`src/rtl/i2s_stereo_serializer_if.sv`:
```
// ----------------------------------------------------------------------------
// i2s_stereo_serializer_if
// Sample-pair handshake between the mixer (master) and the I2S serializer
// (slave).
//   s_valid  master -> slave  a stereo pair is presented
//   s_ready  slave -> master  the serializer holding buffer is empty
//   s_left   master -> slave  signed 16-bit left sample
//   s_right  master -> slave  signed 16-bit right sample
// ----------------------------------------------------------------------------
interface i2s_stereo_serializer_if;
   logic        s_valid;
   logic        s_ready;
   logic [15:0] s_left;
   logic [15:0] s_right;

   // Upstream stage drives the pair and watches ready
   modport master (output s_valid, output s_left, output s_right, input s_ready);

   // Serializer consumes the pair and reports buffer space
   modport slave (input s_valid, input s_left, input s_right, output s_ready);
endinterface

```
`src/rtl/i2s_stereo_serializer.sv`:
```
// ----------------------------------------------------------------------------
// i2s_stereo_serializer
// Takes one stereo pair per frame through a one-entry holding buffer and
// shifts it out MSB-first in Philips I2S format (data one BCLK behind each
// LRCLK edge). BCLK and LRCLK are derived from clk by integer division. When
// the buffer is empty at a frame boundary a silent frame is sent and underrun
// pulses.
// Ports:
//   clk          system clock, everything on its rising edge
//   aresetn      asynchronous active-low reset
//   s            sample-pair handshake (slave side)
//   frame_start  one-cycle pulse when a frame enters the shifter
//   underrun     one-cycle pulse when that frame is silence (buffer was empty)
//   audio_bclk   I2S bit clock
//   audio_lrclk  I2S word select, 0 = left, 1 = right
//   audio_dout   I2S serial data
// ----------------------------------------------------------------------------
module i2s_stereo_serializer #(
   parameter int CLK_DIV    = 12,
   parameter int SLOT_WIDTH = 16
) (
   input  logic                    clk,
   input  logic                    aresetn,
   i2s_stereo_serializer_if.slave  s,
   output logic                    frame_start,
   output logic                    underrun,
   output logic                    audio_bclk,
   output logic                    audio_lrclk,
   output logic                    audio_dout
);

   localparam int FW = 2 * SLOT_WIDTH;
   localparam int DW = $clog2(CLK_DIV);
   localparam int PW = $clog2(FW);

   logic [DW-1:0] divCnt_q, divCnt_d;
   logic          bclk_q, bclk_d;
   logic [PW-1:0] pos_q, pos_d;
   logic          lrclk_q, lrclk_d;
   logic          dout_q, dout_d;
   logic [FW-1:0] frame_q, frame_d;
   logic [15:0]   bufLeft_q, bufLeft_d;
   logic [15:0]   bufRight_q, bufRight_d;
   logic          sReady_q, sReady_d;
   logic          frameStart_q, frameStart_d;
   logic          underrun_q, underrun_d;

   logic          divWrap;
   logic          fallEvent;
   logic          loadEvent;
   logic [PW-1:0] posNext;
   logic [PW-1:0] bitIdx;
   logic [FW-1:0] newFrame;

   // Timing decode: the divider wrap toggles BCLK, and only a wrap while BCLK
   // is high (a falling BCLK) may move data, word select or the slot position.
   // Entering position p shows frame bit FW-p, so bit FW-1 (the left MSB)
   // lands one BCLK after LRCLK falls. Entering position 0 shows bit 0, the
   // last right-slot bit of the frame that is leaving.
   always_comb begin
      divWrap   = (divCnt_q == DW'(CLK_DIV - 1));
      fallEvent = divWrap && bclk_q;
      posNext   = (pos_q == PW'(FW - 1)) ? '0 : pos_q + PW'(1);
      loadEvent = fallEvent && (posNext == '0);
      bitIdx    = (posNext == '0) ? '0 : PW'(FW - int'(posNext));
   end

   // Buffered pair laid out as the shifter expects: each sample sits at the
   // top of its slot and any extra slot bits below it are zero padding.
   always_comb begin
      newFrame                       = '0;
      newFrame[FW-1 -: 16]           = bufLeft_q;
      newFrame[SLOT_WIDTH-1 -: 16]   = bufRight_q;
   end

   // Next-state logic. The frame load is evaluated against the buffer state
   // held before this edge; a handshake transfer in the same cycle is applied
   // afterwards, so an empty buffer still underruns this frame and keeps the
   // new pair for the next one.
   always_comb begin
      divCnt_d     = divWrap ? '0 : divCnt_q + DW'(1);
      bclk_d       = divWrap ? ~bclk_q : bclk_q;
      pos_d        = pos_q;
      lrclk_d      = lrclk_q;
      dout_d       = dout_q;
      frame_d      = frame_q;
      bufLeft_d    = bufLeft_q;
      bufRight_d   = bufRight_q;
      sReady_d     = sReady_q;
      frameStart_d = 1'b0;
      underrun_d   = 1'b0;

      if (fallEvent) begin
         pos_d   = posNext;
         lrclk_d = (posNext >= PW'(SLOT_WIDTH));
         dout_d  = frame_q[bitIdx];
      end

      if (loadEvent) begin
         frame_d      = sReady_q ? '0 : newFrame;
         frameStart_d = 1'b1;
         underrun_d   = sReady_q;
         sReady_d     = 1'b1;
      end

      if (s.s_valid && sReady_q) begin
         bufLeft_d  = s.s_left;
         bufRight_d = s.s_right;
         sReady_d   = 1'b0;
      end
   end

   // State registers; reset drops any buffered pair and restarts the frame
   // at position 0 with an all-zero shifter.
   always_ff @(posedge clk or negedge aresetn) begin
      if (!aresetn) begin
         divCnt_q     <= '0;
         bclk_q       <= 1'b0;
         pos_q        <= '0;
         lrclk_q      <= 1'b0;
         dout_q       <= 1'b0;
         frame_q      <= '0;
         bufLeft_q    <= '0;
         bufRight_q   <= '0;
         sReady_q     <= 1'b1;
         frameStart_q <= 1'b0;
         underrun_q   <= 1'b0;
      end else begin
         divCnt_q     <= divCnt_d;
         bclk_q       <= bclk_d;
         pos_q        <= pos_d;
         lrclk_q      <= lrclk_d;
         dout_q       <= dout_d;
         frame_q      <= frame_d;
         bufLeft_q    <= bufLeft_d;
         bufRight_q   <= bufRight_d;
         sReady_q     <= sReady_d;
         frameStart_q <= frameStart_d;
         underrun_q   <= underrun_d;
      end
   end

   assign s.s_ready   = sReady_q;
   assign frame_start = frameStart_q;
   assign underrun    = underrun_q;
   assign audio_bclk  = bclk_q;
   assign audio_lrclk = lrclk_q;
   assign audio_dout  = dout_q;

endmodule

```
`src/flat_wrapper.sv`:
```
// flat-port wrapper written by rule: the top's interface ports become plain ports
module i2s_stereo_serializer_flat 
#(
   parameter int CLK_DIV    = 12,
   parameter int SLOT_WIDTH = 16
)
  (clk, aresetn, frame_start, underrun, audio_bclk, audio_lrclk, audio_dout, s_s_valid, s_s_left, s_s_right, s_s_ready);
  i2s_stereo_serializer_if s_i ();
  input  logic clk;
  input  logic aresetn;
  output logic frame_start;
  output logic underrun;
  output logic audio_bclk;
  output logic audio_lrclk;
  output logic audio_dout;
  input wire logic [$bits(s_i.s_valid)-1:0] s_s_valid;
  input wire logic [$bits(s_i.s_left)-1:0] s_s_left;
  input wire logic [$bits(s_i.s_right)-1:0] s_s_right;
  output wire logic [$bits(s_i.s_ready)-1:0] s_s_ready;
  assign s_i.s_valid = s_s_valid;
  assign s_i.s_left = s_s_left;
  assign s_i.s_right = s_s_right;
  assign s_s_ready = s_i.s_ready;
  i2s_stereo_serializer #(.CLK_DIV(CLK_DIV), .SLOT_WIDTH(SLOT_WIDTH)) u_core (.clk(clk), .aresetn(aresetn), .s(s_i), .frame_start(frame_start), .underrun(underrun), .audio_bclk(audio_bclk), .audio_lrclk(audio_lrclk), .audio_dout(audio_dout));
endmodule
```
`config.mk`:
```
export PLATFORM = sky130hd
export DESIGN_NAME = i2s_stereo_serializer_flat
export DESIGN_NICKNAME = d
export VERILOG_FILES = /design/src/rtl/i2s_stereo_serializer_if.sv /design/src/rtl/i2s_stereo_serializer.sv /design/src/flat_wrapper.sv
export SDC_FILE = /design/constraint.sdc
export NUM_CORES = 1
export LEC_CHECK = 0
export CAP_MARGIN = 20
export CORE_ASPECT_RATIO = 0.5
export CORE_MARGIN = 4
export CORE_UTILIZATION = 50
export DETAILED_ROUTE_END_ITERATION = 8
export GPL_ROUTABILITY_DRIVEN = 0
export GPL_TIMING_DRIVEN = 0
export PLACE_DENSITY = 0.73
export SYNTH_ARGS = -nofsm -noshare
export SYNTH_HDL_FRONTEND = slang
export SYNTH_SLANG_ARGS = --single-unit
```
`constraint.sdc`:
```
create_clock -name clk -period 5.7 [get_ports clk]
set_clock_uncertainty 0.2 [all_clocks]
set_input_delay 0.855 -clock clk [delete_from_list [all_inputs] [get_ports clk]]
set_output_delay 0.855 -clock clk [all_outputs]
set_load 0.005 [all_outputs]
```
==> qor.csv, run 1 <==
metric,value,unit
tns,0,ps
setup.worst_path.end,u_core.audio_dout$_DFFE_PN0P_,
rrSetupSlack,1870,ps
post_drt_via_cell_ratio,5.36,
total_leakage_power,0.00196,uW
cts_post_setup_buffers_inserted,0,
hp-class,in -> async,
max-vdd-ir-drop,0.000232,V
coreArea,0.00633,sq mm
reg2reg_depth,12,
max_freq,261,MHz
synth-simple-area-share,0.120,
cts_hold_buf,0,
area_growth_syn_to_layout,25.5,%
maxSlewViolCount,0,
timing.final.crit_period,3830,ps
io_buffers,40,
nFillCells,458,
r2r-end,u_core.audio_dout$_DFFE_PN0P_,
worstSetupStartpointType,flip-flop,
final_cell_mix,"77 x dfrtp_1, 74 x nand2_1, 39 x o21ai_0, 39 x clkdlybuf4s50_1, 33 x mux2_2",
grt_antenna_before_repair,0,
design.portCount,41,
synth.ff_latch_count,78,
worst_endpoint_required_time,5700,ps
synth_warnings,0,
layout_commonest_cell,dfrtp_1,
die_area,0.00827,sq mm
cts.htree.levels,3,
drt-wirelength-per-cell,15.3,microns
syn-num-nets,336,
clock_buffers_created_by_tritoncts,9,
place_hpwl,4790,microns
tritoncts,yes,
critical_path.max_fanout,10,
remaining_drc_errors,0,
worstSetupPathType,reg -> reg,
avgSynthCellArea,11.5,sq um
clockRootBuffer,clkbuf_16,
synth.mux.area_fraction,0.171,
worst_pin_slew,576,ps
final_non_filler_cell_area,0.00427,sq mm
synth_top_family_by_area,multiplexers,
effective_utilization_at_floorplan,0.538,
total_cell_area_at_the_placement_stage,0.00394,sq mm
crit_path_end_kind,flip-flop,
globalRouteOverflowTotal,0,
clock_insertion_delay_worst_skew,340,ps
yosysUniqueCellTypes,35,
ant_nets,0,
detailroute.via_count,2363,
first_global_vias,2452,
xor_xnor_fraction_of_synth_area,0.00772,
cts_repair_resize_count,0,
synthesis.area,0.00340,sq mm
synth-adder-area-share,0.0184,
crit_reg_reg_startpoint,u_core.pos_q[0]$_DFFE_PN0P_,
final-hold-violation-count,0,
worstPathArrival,3830,ps
rows,20,
grt_setup_unrepaired,false,
layout_cells_sized_above_1,0.178,
grt.total_usage,0.179,
synth_sequential_area_ratio,0.574,
detail_route.first_pass.iterations,5,
wl_final,6740,microns
antenna_cells,0,
timing.critical_path.from,u_core.pos_q[0]$_DFFE_PN0P_,
grt_pass1_wl,11500,microns
floorplan.die.width,125,microns
die_height,66.3,microns
drt_first_iter_violations,107,
synth_compound_gate_area_share,0.0787,
cts-root-to-sink-buffers,2,
slew_headroom,0.616,
clk_slew_on_worst_s_h_paths,60,ps
grt_max_degree,66,
fin_nets,388,
maxCapViolations,0,
outcome,finished clean,
setup_viol,0,
power_density,345,mW/mm^2
tritoncts_num_sinks,78,
final.period_utilization,0.671,
syn_inst,296,
## registers in the layout, summed over array words and instances, names as in the netlist
| signal | flops |
|---|---|
| u_core.pos_q | 4 |
| u_core.divCnt_q | 4 |
| u_core.frame_start | 1 |
| u_core.audio_lrclk | 1 |
| u_core.audio_bclk | 1 |
| u_core.s.s_ready | 1 |
| u_core.audio_dout | 1 |
| u_core.underrun | 1 |
| u_core.frame_q | 32 |
| u_core.bufLeft_q | 16 |
| u_core.bufRight_q | 16 |
## cells in the mapped netlist
library cell	instances	area (sq um)
buf_6	2	22.5
o21ai_1	1	5.00
buf_1	4	15.0
or2_1	1	6.26
dfstp_2	1	26.3
clkinv_1	1	3.75
nand2_1	74	278
o31ai_1	1	7.51
nand2b_1	3	18.8
and3_1	2	12.5
nand3_1	4	20.0
clkbuf_1	11	41.3
nand4_1	1	6.26
a2111o_1	1	11.3
or4b_4	1	13.8
mux2i_1	2	20.0
mux2_2	33	372
nor3_1	1	5.00
and3_2	2	15.0
a311oi_1	1	8.76
xor2_1	1	8.76
o21ai_0	39	195
o41ai_1	1	8.76
nor2b_1	2	12.5
xnor2_1	2	17.5
and4_2	1	10.0
a2111oi_0	1	8.76
nor2_1	3	11.3
inv_1	5	18.8
mux4_2	5	113
mux4_1	3	78.8
a21boi_0	1	7.51
dfrtp_1	77	1930
a21oi_1	3	15.0
ha_1	5	62.6
## metrics by stage
step	instances	power, uW	util	setup slack [ps]	hold WS [ps]
global route	441	1540	0.675	1680	175
global placement	424	845	0.618	1030	243
CTS	441	1480	0.675	1870	166
finish	441	1470	0.675	1870	165
detailed placement	425	862	0.622	1890	259
floorplan	296	789	-	2140	228
## logic make-up after synthesis
logic type                 after synthesis
AOI/OAI and AO/OA                       49
adders and majority gates                5
and+or+nand+nor                         95
DFF                                     78
muxes                                   43
buffers and inverters                   23
xor gates and xnor gates                 3
## worst max-delay path, stage by stage (launching register included)
cell       delay, ps
dfrtp_1          430
ha_1             260
and3_2           190
ha_1             180
buf_6            130
or2_1            240
buf_6            160
ha_1             280
buf_1            410
mux4_2           440
and3_2           230
a2111oi_0        440
o41ai_1          110
## worst min path at each step
stage	slack, ps	to	depth (start not counted)
6_report	170	u_core.bufRight_q[15]$_DFFE_PN0P_	1
5_1_grt	180	u_core.bufRight_q[15]$_DFFE_PN0P_	1
4_1_cts	170	u_core.bufRight_q[15]$_DFFE_PN0P_	1
3_5_place_dp	260	u_core.divCnt_q[0]$_DFF_PN0_	1
3_3_place_gp	240	u_core.divCnt_q[0]$_DFF_PN0_	1
2_1_floorplan	230	u_core.divCnt_q[0]$_DFF_PN0_	1
## layout make-up
cell class	count	area (sq um)	area share
Sequential cell	78	1950	0.457
Multi-Input combinational cell	195	1350	0.316
Timing Repair Buffer	41	425	0.0996
Clock buffer	11	253	0.0592
Tap cell	88	110	0.0258
Clock inverter	5	78.8	0.0185
Buffer	17	78.8	0.0185
Inverter	6	22.5	0.00527
## power breakdown
part,internal (uW),switching (uW)
Sequential,638,43.1
Combinational,103,65.0
Clock,407,216
Total,1150,324
## per-layer routing
| metal | share of wire | GRT usage | up-vias | wire length [microns] |
|---|---|---|---|---|
| li1 | - | - | 1125 | - |
| met3 | 0.036 | 0.0524 | 8 | 245 |
| met2 | 0.49 | 0.304 | 41 | 3300 |
| met4 | 0.012 | 0.0669 | 0 | 80 |
| met5 | 0 | 0 | - | 0 |
| met1 | 0.46 | 0.221 | 1189 | 3110 |
Note: power is estimated with default switching activity, not from simulation.
==> inputs of run 2 (changes only) <==
Settings changed: PLACE_DENSITY 0.73 to 0.76.
Clock period 5.7 ns to 3.2 ns, I/O delays scaled along.
==> run 2 against run 1 <==
- routed wire length rose by 1.7%
- register-to-register slack got worse by 1900 ps
- worst setup slack got worse by 1900 ps
- power rose by 72%
- final area rose by 3.2%
- core utilization rose by 2.2 points
- sequential cell count did not move
- die area did not move
- non-clock buffer count rose by 8
- global-route usage rose by 0.097 points
- clock power rose by 64%
- largest cell class unchanged
==> qor.csv, run 2 (synthesized netlist as in run 1, its figures left out) <==
metric,value,unit,change
use_met2,0.291,,was 0.304
power.switching,563,uW,was 324 uW
drt-wirelength-per-cell,15.3,microns,about the same
maxCapViolations,0,,unchanged
die_area,0.00827,sq mm,unchanged
cts-root-to-sink-buffers,2,,unchanged
first_global_vias,2452,,unchanged
detailroute.via_count,2369,,was 2363
post_drt_via_cell_ratio,5.28,,was 5.36
max-vdd-ir-drop,0.000410,V,was 0.000232 V
timing.final.crit_period,3180,ps,was 3830 ps
power_report.internal_total,1970,uW,was 1150 uW
final.period_utilization,0.995,,was 0.671
layout_commonest_cell,dfrtp_1,,unchanged
post-place-ws,-333,ps,was 1890 ps
total_leakage_power,0.00200,uW,was 0.00196 uW
final_cell_mix,"77 x dfrtp_1, 73 x nand2_1, 39 x o21ai_0, 39 x clkdlybuf4s50_1, 32 x mux2_2",,"was 77 x dfrtp_1, 74 x nand2_1, 39 x o21ai_0, 39 x clkdlybuf4s50_1, 33 x mux2_2"
worst_endpoint_required_time,3230,ps,was 5700 ps
clockRootBuffer,clkbuf_16,,unchanged
worst_pin_slew,603,ps,was 576 ps
grt_max_degree,68,,was 66
slew_headroom,0.594,,was 0.616
fin_nets,396,,was 388
critical_path.max_stage_delay,570,ps,was 440 ps
power_frac_seq,0.480,,was 0.463
worstSetupPathType,reg -> reg,,unchanged
power_frac_comb,0.117,,was 0.114
clk_slew_on_worst_s_h_paths,60,ps,about the same
gr_met3_demand_resource,0.0637,,was 0.0524
place_hpwl,4620,microns,was 4790 microns
layout_cells_sized_above_1,0.230,,was 0.178
rows,20,,unchanged
outcome,finished clean,,unchanged
ant_nets,0,,unchanged
area_growth_syn_to_layout,29.5,%,was 25.5%
drt_first_iter_violations,186,,was 107
grt_pass1_wl,11500,microns,about the same
io_buffers,40,,unchanged
remaining_drc_errors,0,,unchanged
grt_antenna_before_repair,0,,unchanged
detail_route.first_pass.iterations,4,,was 5
worst_path_max_delay_cell,or4b_4,,was mux4_2
wl_final,6850,microns,was 6740 microns
switching_power_share_of_the_total,0.223,,was 0.220
hp-class,reg -> reg,,was in -> async
globalRoute.busiestLayer,met2,,unchanged
grt_setup_unrepaired,true,,was false
worstSetupStartpointType,flip-flop,,unchanged
globalRouteMet1Util,0.227,,was 0.221
grt.total_usage,0.180,,was 0.179
layout.area.seq,0.00195,sq mm,unchanged
floorplan.die.width,125,microns,unchanged
worstPathArrival,3210,ps,was 3830 ps
max_freq,314,MHz,was 261 MHz
die_height,66.3,microns,unchanged
largest_reg_flops,32,,unchanged
design.portCount,41,,unchanged
biggestRegsByFlops,"u_core.frame_q: 32 flops, u_core.bufLeft_q: 16 flops, u_core.bufRight_q: 16 flops",,unchanged
multi_input_comb_area,0.00145,sq mm,was 0.00135 sq mm
effective_utilization_at_floorplan,0.538,,unchanged
coreArea,0.00633,sq mm,unchanged
power_density,574,mW/mm^2,was 345 mW/mm^2
crit_path_end_kind,flip-flop,,unchanged
critical_path.max_fanout,4,,was 10
tns,0,ps,unchanged
setup_viol,0,,unchanged
maxSlewViolCount,0,,unchanged
clock_buffers_created_by_tritoncts,9,,unchanged
pwr-share-clk,0.403,,was 0.423
antenna_cells,0,,unchanged
nFillCells,458,,unchanged
cts.htree.levels,3,,unchanged
clock_insertion_delay_worst_skew,330,ps,was 340 ps
timing.critical_path.cells,ha_2 > and3_4 > ha_4 > or2_4 > ha_4 > nor2b_4 > ha_4 > or4b_4 > nand2_4 > mux2i_1 > and3_1 > o41ai_2,,was ha_1 > and3_2 > ha_1 > buf_6 > or2_1 > buf_6 > ha_1 > buf_1 > mux4_2 > and3_2 > a2111oi_0 > o41ai_1
final-hold-violation-count,0,,unchanged
globalRouteOverflowTotal,0,,unchanged
tritoncts,yes,,unchanged
largest-register,u_core.frame_q,,unchanged
crit_family,simple AND/OR/NAND/NOR gates,,was adder cells
critical-path-top-cell-by-count,ha_4,,was ha_1
critical_path_buf_inv_count,0,,was 3
tritoncts_num_sinks,78,,unchanged
timing.final.ws_setup,15.3,ps,was 1870 ps
[run 2: cell types whose count changed in the layout (fill, tap and decap cells not counted), moves of 3 or more]
cell,previous run,this run
ha_1,5,1
buf_4,1,11
clkbuf_2,0,3
ha_4,0,3
and3_4,0,3
[run 2: final timing paths]
check	from	end	slack, ps	cells after the start
max reg2reg	u_core.pos_q[1]$_DFFE_PN0P_	u_core.audio_dout$_DFFE_PN0P_	20	12
max	u_core.pos_q[1]$_DFFE_PN0P_	u_core.audio_dout$_DFFE_PN0P_	20	12
min in group asynchronous	aresetn	u_core.bufLeft_q[3]$_DFFE_PN0P_	330	2
min reg2reg	u_core.frame_q[21]$_DFFE_PN0P_	u_core.frame_q[21]$_DFFE_PN0P_	270	2
max in group asynchronous	aresetn	u_core.s.s_ready$_DFFE_PN1P_	1890	3
min	u_core.frame_q[21]$_DFFE_PN0P_	u_core.frame_q[21]$_DFFE_PN0P_	270	2
[run 2: layer usage]
| metal | vias to the layer above | part of all wire |
|---|---|---|
| li1 | 1138 | - |
| met1 | 1188 | 0.47 |
| met2 | 35 | 0.48 |
| met3 | 8 | 0.039 |
| met4 | 0 | 0.013 |
| met5 | - | 0 |
[run 2: timing repair]
| item | 4_1_cts | 5_1_grt |
|---|---|---|
| gates cloned | 0 | 0 |
| hold buffers | 1 | 0 |
| endpoints found under the hold margin | 11 | 0 |
| setup buffers | 8 | 2 |
| pin swaps | 7 | 7 |
| gates resized for setup | 6 | 6 |
| endpoints found under the setup margin | 31 | 26 |
[run 2: cell type report]
type                            count  share of cell area
Timing Repair Buffer               52               0.116
Inverter                            6             0.00511
Clock buffer                       13              0.0590
Tap cell                           88              0.0250
Buffer                             14              0.0128
Clock inverter                      3             0.00965
Sequential cell                    78               0.443
Multi-Input combinational cell    195               0.330
[run 2: tightest hold or removal path, cell delays in order (launching register included)]
cell and delay (ps):
dfrtp_1 340, nand2_1 40, o21ai_0 60
[run 2: metrics by stage]
| stage | hold slack, ps | total power (uW) | cells | utilization | cell area, sq um |
|---|---|---|---|---|---|
| after floorplan | -15.6 | 1400 | 296 | - | 3460 |
| after global placement | 243 | 1510 | 424 | 0.628 | 3970 |
| after detailed placement | 134 | 1530 | 425 | 0.632 | 4000 |
| after CTS | 265 | 2560 | 448 | 0.695 | 4400 |
| after global routing | 291 | 2650 | 449 | 0.696 | 4410 |
| final | 272 | 2530 | 449 | 0.696 | 4410 |
[run 2: power by group through the flow]
stage	logic [uW]	clock network, uW	registers [uW]
after floorplan	200	0	1200
after global placement	282	0	1220
after detailed placement	299	0	1230
after CTS	302	1040	1220
after global routing	336	1080	1230
final	296	1020	1220
